[config.mk]
export PLATFORM = sky130hd
export DESIGN_NAME = ps2_mouse_rx
export DESIGN_NICKNAME = d
export VERILOG_FILES = /design/src/rtl/ps2_pkg.sv /design/src/rtl/ps2_rx_byte.sv /design/src/rtl/ps2_mouse_rx.sv
export SDC_FILE = /design/constraint.sdc
export NUM_CORES = 1
export LEC_CHECK = 0
export BUFFER_PORTS_ARGS = -buffer_cell sky130_fd_sc_hd__clkbuf_2
export CAP_MARGIN = 5
export CORE_MARGIN = 3
export CORE_UTILIZATION = 40
export DETAILED_ROUTE_END_ITERATION = 16
export HOLD_SLACK_MARGIN = 0.03
export MAX_ROUTING_LAYER = met4
export RECOVER_POWER = 25
export SLEW_MARGIN = 5
export SYNTH_ARGS = -nofsm -noshare
export SYNTH_HDL_FRONTEND = slang
export SYNTH_SLANG_ARGS = --single-unit
export TNS_END_PERCENT = 10
[constraint.sdc]
create_clock -name clk -period 4.3 [get_ports clk]
set_input_delay 0.86 -clock clk [delete_from_list [all_inputs] [get_ports clk]]
set_output_delay 0.86 -clock clk [all_outputs]
set_load 0.01 [all_outputs]
[src/rtl/ps2_pkg.sv]
// Shared types and constants for the PS/2 mouse receive path.
// Holds the bit-level FSM state enum, status-byte bit positions,
// the frame length and a helper that clamps a signed sum into 0..vmax.
package ps2_pkg;

  typedef enum logic [1:0] {
    IDLE   = 2'd0,
    DATA   = 2'd1,
    PARITY = 2'd2,
    STOP   = 2'd3
  } rx_state_t;

  // Status byte (packet byte 0) bit positions
  localparam int BIT_L    = 0;
  localparam int BIT_R    = 1;
  localparam int BIT_M    = 2;
  localparam int BIT_SYNC = 3;
  localparam int BIT_XS   = 4;
  localparam int BIT_YS   = 5;
  localparam int BIT_XO   = 6;
  localparam int BIT_YO   = 7;

  // start + 8 data + parity + stop
  localparam int FRAME_LEN = 11;

  // Clamp a 14-bit signed position into [0, vmax].
  function automatic logic [11:0] clamp_pos(input logic signed [13:0] v,
                                            input logic [11:0] vmax);
    logic signed [13:0] w_max;
    w_max = $signed({2'b00, vmax});
    if (v < 14'sd0)
      return 12'd0;
    else if (v > w_max)
      return vmax;
    else
      return v[11:0];
  endfunction

endpackage

[src/rtl/ps2_rx_byte.sv]
// PS/2 device-to-host byte receiver: synchronises ps2_clk/ps2_data, detects
// falling edges, deserialises 11-bit frames and checks odd parity and stop bit.
// Ports: i_clk/i_rst (sync, active-high), i_ps2_clk/i_ps2_data raw lines,
//   i_pkt_idle (packet assembler at byte index 0), o_byte_vld/o_byte_dat good
//   byte pulse, o_err bad parity/stop pulse, o_abort inactivity timeout pulse.
module ps2_rx_byte import ps2_pkg::*; #(
  parameter int TIMEOUT_CYCLES = 65000
) (
  input  logic       i_clk,
  input  logic       i_rst,
  input  logic       i_ps2_clk,
  input  logic       i_ps2_data,
  input  logic       i_pkt_idle,
  output logic       o_byte_vld,
  output logic [7:0] o_byte_dat,
  output logic       o_err,
  output logic       o_abort
);

  localparam int CNT_W     = $clog2(TIMEOUT_CYCLES + 1);
  localparam int DATA_BITS = FRAME_LEN - 3;

  logic             r_clk_s1, r_clk_s2, r_clk_prev;
  logic             r_dat_s1, r_dat_s2;
  rx_state_t        r_state;
  logic [7:0]       r_shift;
  logic [2:0]       r_bitcnt;
  logic             r_parity;
  logic [CNT_W-1:0] r_cnt;

  logic w_fall, w_dat, w_par_ok, w_idle_clr, w_timeout;

  // Lines idle high; resetting the stages to 1 avoids a false edge out of reset.
  always_ff @(posedge i_clk) begin
    if (i_rst) begin
      r_clk_s1   <= 1'b1;
      r_clk_s2   <= 1'b1;
      r_clk_prev <= 1'b1;
      r_dat_s1   <= 1'b1;
      r_dat_s2   <= 1'b1;
    end else begin
      r_clk_s1   <= i_ps2_clk;
      r_clk_s2   <= r_clk_s1;
      r_clk_prev <= r_clk_s2;
      r_dat_s1   <= i_ps2_data;
      r_dat_s2   <= r_dat_s1;
    end
  end

  assign w_fall     = r_clk_prev & ~r_clk_s2;
  assign w_dat      = r_dat_s2;
  assign w_par_ok   = ^{r_shift, r_parity};
  // Nothing in flight: neither a frame nor a partial packet.
  assign w_idle_clr = (r_state == IDLE) && i_pkt_idle;
  assign w_timeout  = (r_cnt == CNT_W'(TIMEOUT_CYCLES));

  always_ff @(posedge i_clk) begin
    if (i_rst) begin
      r_state  <= IDLE;
      r_shift  <= 8'd0;
      r_bitcnt <= 3'd0;
      r_parity <= 1'b0;
      r_cnt    <= '0;
    end else if (w_fall) begin
      // An edge always beats a coincident timeout.
      r_cnt <= '0;
      case (r_state)
        IDLE: begin
          if (!w_dat) begin
            r_state  <= DATA;
            r_bitcnt <= 3'd0;
          end
        end
        DATA: begin
          r_shift  <= {w_dat, r_shift[7:1]};
          r_bitcnt <= r_bitcnt + 3'd1;
          if (r_bitcnt == 3'(DATA_BITS - 1))
            r_state <= PARITY;
        end
        PARITY: begin
          r_parity <= w_dat;
          r_state  <= STOP;
        end
        STOP:    r_state <= IDLE;
        default: r_state <= IDLE;
      endcase
    end else if (w_idle_clr) begin
      r_cnt <= '0;
    end else if (w_timeout) begin
      r_cnt   <= '0;
      r_state <= IDLE;
    end else begin
      r_cnt <= r_cnt + CNT_W'(1);
    end
  end

  // Pulses are decoded from registered state so the top can register them
  // on the very next edge.
  assign o_byte_vld = w_fall && (r_state == STOP) && w_par_ok && w_dat;
  assign o_err      = w_fall && (r_state == STOP) && !(w_par_ok && w_dat);
  assign o_abort    = !w_fall && !w_idle_clr && w_timeout;
  assign o_byte_dat = r_shift;

endmodule

[src/rtl/ps2_mouse_rx.sv]
// PS/2 mouse receiver: assembles 3-byte movement packets into a clamped
// absolute cursor position and button levels.
// Ports: clk/rst (sync, active-high), ps2_clk/ps2_data raw lines, xpos/ypos
//   cursor, left/right/middle_mouse levels, new_event and frame_err pulses.
module ps2_mouse_rx import ps2_pkg::*; #(
  parameter int XMAX           = 1023,
  parameter int YMAX           = 767,
  parameter int X_INIT         = 512,
  parameter int Y_INIT         = 384,
  parameter int TIMEOUT_CYCLES = 65000
) (
  input  logic        clk,
  input  logic        rst,
  input  logic        ps2_clk,
  input  logic        ps2_data,
  output logic [11:0] xpos,
  output logic [11:0] ypos,
  output logic        left_mouse,
  output logic        right_mouse,
  output logic        middle_mouse,
  output logic        new_event,
  output logic        frame_err
);

  logic       w_byte_vld, w_err, w_abort;
  logic [7:0] w_byte;

  logic [1:0]  r_idx;
  logic [2:0]  r_btn;       // {M, R, L} from the status byte
  logic        r_xs, r_ys, r_xo, r_yo;
  logic [7:0]  r_dx;
  logic [11:0] r_xpos, r_ypos;
  logic        r_left, r_right, r_middle;
  logic        r_new_event, r_frame_err;

  logic signed [13:0] w_dx, w_dy, w_xsum, w_ysum;

  ps2_rx_byte #(
    .TIMEOUT_CYCLES(TIMEOUT_CYCLES)
  ) u_rx_byte (
    .i_clk      (clk),
    .i_rst      (rst),
    .i_ps2_clk  (ps2_clk),
    .i_ps2_data (ps2_data),
    .i_pkt_idle (r_idx == 2'd0),
    .o_byte_vld (w_byte_vld),
    .o_byte_dat (w_byte),
    .o_err      (w_err),
    .o_abort    (w_abort)
  );

  // Deltas are 9-bit two's complement sign-extended to 14 bits; an overflow
  // flag zeroes the delta. dy comes straight from the byte being completed.
  always_comb begin
    w_dx = 14'sd0;
    w_dy = 14'sd0;
    if (!r_xo)
      w_dx = {{5{r_xs}}, r_xs, r_dx};
    if (!r_yo)
      w_dy = {{5{r_ys}}, r_ys, w_byte};
    w_xsum = $signed({2'b00, r_xpos}) + w_dx;
    // Screen Y grows downward while PS/2 +Y means up.
    w_ysum = $signed({2'b00, r_ypos}) - w_dy;
  end

  always_ff @(posedge clk) begin
    if (rst) begin
      r_idx       <= 2'd0;
      r_btn       <= 3'd0;
      r_xs        <= 1'b0;
      r_ys        <= 1'b0;
      r_xo        <= 1'b0;
      r_yo        <= 1'b0;
      r_dx        <= 8'd0;
      r_xpos      <= 12'(X_INIT);
      r_ypos      <= 12'(Y_INIT);
      r_left      <= 1'b0;
      r_right     <= 1'b0;
      r_middle    <= 1'b0;
      r_new_event <= 1'b0;
      r_frame_err <= 1'b0;
    end else begin
      r_new_event <= 1'b0;
      r_frame_err <= 1'b0;
      if (w_err || w_abort) begin
        r_idx       <= 2'd0;
        r_frame_err <= 1'b1;
      end else if (w_byte_vld) begin
        case (r_idx)
          2'd0: begin
            // A clear sync bit means we are misaligned: drop the byte and
            // keep hunting for a status byte.
            if (w_byte[BIT_SYNC]) begin
              r_btn <= {w_byte[BIT_M], w_byte[BIT_R], w_byte[BIT_L]};
              r_xs  <= w_byte[BIT_XS];
              r_ys  <= w_byte[BIT_YS];
              r_xo  <= w_byte[BIT_XO];
              r_yo  <= w_byte[BIT_YO];
              r_idx <= 2'd1;
            end else begin
              r_frame_err <= 1'b1;
            end
          end
          2'd1: begin
            r_dx  <= w_byte;
            r_idx <= 2'd2;
          end
          default: begin
            r_xpos      <= clamp_pos(w_xsum, 12'(XMAX));
            r_ypos      <= clamp_pos(w_ysum, 12'(YMAX));
            r_left      <= r_btn[0];
            r_right     <= r_btn[1];
            r_middle    <= r_btn[2];
            r_new_event <= 1'b1;
            r_idx       <= 2'd0;
          end
        endcase
      end
    end
  end

  assign xpos         = r_xpos;
  assign ypos         = r_ypos;
  assign left_mouse   = r_left;
  assign right_mouse  = r_right;
  assign middle_mouse = r_middle;
  assign new_event    = r_new_event;
  assign frame_err    = r_frame_err;

endmodule

==> results.tsv <==
stage	metric	value	unit
detailed_routing	Met3 Routed Length	369	um
clock_network	Max H-tree Level	3	
floorplanning	chip width	114	um
worst_setup_path	crit path launch type	register	
worst_setup_path	cells along the critical path	nand2b_1, ha_1, a21oi_1, o21ai_0, a211o_1, o311a_4, or4_4, a311oi_4, a21boi_4, a221o_2	
timing	relative slew slack	-26.1	%
detailed_routing	Top Layer Used	met4	
floorplanning	initial core utilization	42.1	%
power_and_ir_drop	Clock Power Share	48.1	%
timing	Final WS setup	0.834	ns
clock_network	latest clock arrival within the worst-skew pair	0.33	ns
floorplanning	core area	11200	um^2
worst_setup_path	CP Capture Type	register	
clock_network	post_cts resized	0	
finish	most common cell after layout, fill and taps aside	dfxtp_1	
timing	Max Slew Vio Count	46	
power_and_ir_drop	Switching Fraction	21.7	%
detailed_routing	First DRT Iteration DRCs	259	
logic_synthesis	Post-synth EDFFs	0	
logic_synthesis	Area contributors post-synth	dfxtp_1, ha_1, mux2i_1	
clock_network	Root Buffer Master	clkbuf_16	
timing	final hold vios	0	
floorplanning	io pins	33	
global_routing	gr ovfl total	0	
worst_setup_path	Critical-path top delay cell	dfxtp_1	
run_status	status	finished, violations left	
clock_network	# hold bufs at CTS	0	
worst_hold_path	Hold WC Path Type	register to register	
timing	RSZ-0062 raised after global routing	no	
place	GP Congestion	0.865	
timing	Max Freq	289	MHz
logic_synthesis	Post-Syn Instances	541	
timing	Final Skew	0.00841	ns
global_routing	Total GRT Usage	16.5	%
clock_network	CTS max path bufs	2	
worst_setup_path	Critical Path Fanout Max	8	
place	Port Buf Inserts	32	
logic_synthesis	synthesized area	4700	um^2
logic_synthesis	Yosys top cell by area	dfxtp_1	
finish	most frequent cells in the layout	dfxtp_1, nor2_1, nand2_1	
finish	ANT cells	0	
logic_synthesis	asr flop ratio synth	0	%
detailed_routing	Post-route DRC	0	
power_and_ir_drop	total power	1.49	mW
timing	worst hold slack	0.408	ns
run	Max Cap Viol	1	
finish	layout cell share with drive strength beyond 1	11.6	%
detailed_routing	antenna-violating nets left	0	
clock_network	postcts setup bufs	0	
clock_network	Clock Sinks	81	
place	Area after DPL	4960	um^2
detailed_routing	first-pass iteration count of the detailed router	4	
floorplanning	die area	13100	um^2
run_status	failing checks	capacitance limit, slew limit	
worst_setup_path	Largest stage delay, worst path	0.48	ns
place	dpl ws	0.874	ns
logic_synthesis	Yosys reg bits	81	
finish	P&R area growth vs syn	10.9	%
worst_setup_path	WP data arrival	3.74	ns
detailed_routing	met2 WL	4650	um
clock_network	Worst-path clk slew	0.06	ns
worst_setup_path	WP data required	4.58	ns
logic_synthesis	syn nets	579	
power_and_ir_drop	Comb pwr share	1.2	%
detailed_routing	via count	3859	
detailed_routing	M1 WL	5020	um
detailed_routing	Routed WL	10300	um
clock_network	CTS tree	done	
floorplanning	Die Y	114	um
logic_synthesis	average size of a mapped cell	8.70	um^2
logic_synthesis	synth unique cells	68	
finish	final instance area	5220	um^2
logic_synthesis	yosys warns	0	
timing	setup TNS	0	ns
clock_network	CTS buffer count	9	
place	Detail Placement HPWL	7530	um
logic_synthesis	Synth top area share	34.5	%
global_routing	largest net degree at the start of global routing	46	
global_routing	first-pass GRT wire length	17400	um
finish	nets	601	
logic_synthesis	Synth Flop Type	dfxtp_1	
power_and_ir_drop	P_sw	0.322	mW
timing	Worst Tran Pin Value	1.89	ns
detailed_routing	Via-to-Cell Ratio	5.45	
power_and_ir_drop	Seq pwr share	50.7	%
power_and_ir_drop	Cell Pwr Density	285	nW/um^2
power_and_ir_drop	Cell Int Power	1.16	mW
global_routing	number of global-route vias before repair	3766	
worst_setup_path	crit path kind	register to register	
power_and_ir_drop	Max VDD drop	159	uV
timing	fin crit share	80.6	%
global_routing	initial antenna violation count	0	
logic_synthesis	post-synthesis sequential area ratio	34.5	%
timing	Tmin final	3.47	ns
timing	Setup-failing EPs final	0	
power_and_ir_drop	Pleak	2.11	nW
floorplanning	# rows	38	
detailed_routing	DR WL/cell	14.6	um
==> per-stage QoR <==
stage	util (%)	std cells
3_5_place_dp	44.4	692
4_1_cts	46.9	708
2_1_floorplan	-	541
3_3_place_gp	44.4	692
6_report	46.7	708
5_1_grt	46.7	708
==> flip-flops by register name, indices dropped and copies added (netlist names), 2 cells and up <==
register and flops:
xpos 12, r_idx 2, u_rx_byte.r_cnt 16, u_rx_byte.o_byte_dat 8, u_rx_byte.r_bitcnt 3, ypos 12, u_rx_byte.r_state 2, r_btn 3
r_dx 8
==> Yosys cell counts (5+ instances only) <==
| master | count |
|---|---|
| a211o_1 | 5 |
| a21oi_1 | 35 |
| a221o_2 | 6 |
| and3_1 | 7 |
| clkbuf_1 | 19 |
| dfxtp_1 | 81 |
| ha_1 | 32 |
| inv_1 | 24 |
| mux2i_1 | 19 |
| nand2_1 | 40 |
| nand2b_1 | 15 |
| nand3_1 | 34 |
| nand4_1 | 5 |
| nor2_1 | 49 |
| nor2b_1 | 13 |
| nor3_1 | 13 |
| o21a_1 | 5 |
| o21ai_0 | 15 |
| o221a_2 | 7 |
| or2_2 | 6 |
| or3_1 | 5 |
| xnor2_1 | 20 |
| xor2_1 | 14 |
==> power groups by stage <==
stage / clock [mW] / combinational (mW) / sequential, mW
2_1_floorplan: 0 / 0.0133 / 0.770
3_3_place_gp: 0 / 0.0188 / 0.770
3_5_place_dp: 0 / 0.0189 / 0.770
4_1_cts: 0.731 / 0.0189 / 0.753
5_1_grt: 0.756 / 0.0202 / 0.753
6_report: 0.714 / 0.0182 / 0.753
==> layer usage <==
layer	vias up	track usage, %
met5	-	-
met2	71	25.3
met4	0	6.65
met1	1795	21.4
met3	27	3.22
li1	1966	-
==> path summary, 6_finish.rpt <==
kind	endpoint	from	cells after the start	slack (ns)
worst max-delay path	ypos[2]	u_rx_byte.o_byte_dat[2]	10	0.83
worst min-delay path	u_rx_byte.r_clk_s2	u_rx_byte.r_clk_s1	1	0.41
worst max register to register	ypos[2]	u_rx_byte.o_byte_dat[2]	10	0.83
worst min register to register	u_rx_byte.r_clk_s2	u_rx_byte.r_clk_s1	1	0.41
==> kinds of logic after synthesis <==
logic type      share of synthesized area (%)
flops                                    34.5
buf+inv                                  4.23
fa+ha+maj                                9.36
xor+xnor                                 7.15
mux                                      4.28
compound gates                           18.8
simple gates                             21.7
==> layout make-up <==
type / count / area [um^2]
Clock buffer: 12 / 246
Clock inverter: 4 / 28.8
Fill cell: 1095 / 5960
Inverter: 24 / 90.1
Multi-Input combinational cell: 411 / 2880
Sequential cell: 81 / 1620
Tap cell: 140 / 175
Timing Repair Buffer: 36 / 169
==> critical path, delay by kind of cell, from the launching register on <==
| kind | cells | cell delay, ns |
|---|---|---|
| AO/OA/AOI/OAI | 7 | 2.00 |
| AND/OR/NAND/NOR | 2 | 0.59 |
| flip-flops | 1 | 0.48 |
| adder cells (fa/ha/maj) | 1 | 0.32 |
Power figures use the tool's default switching activity.
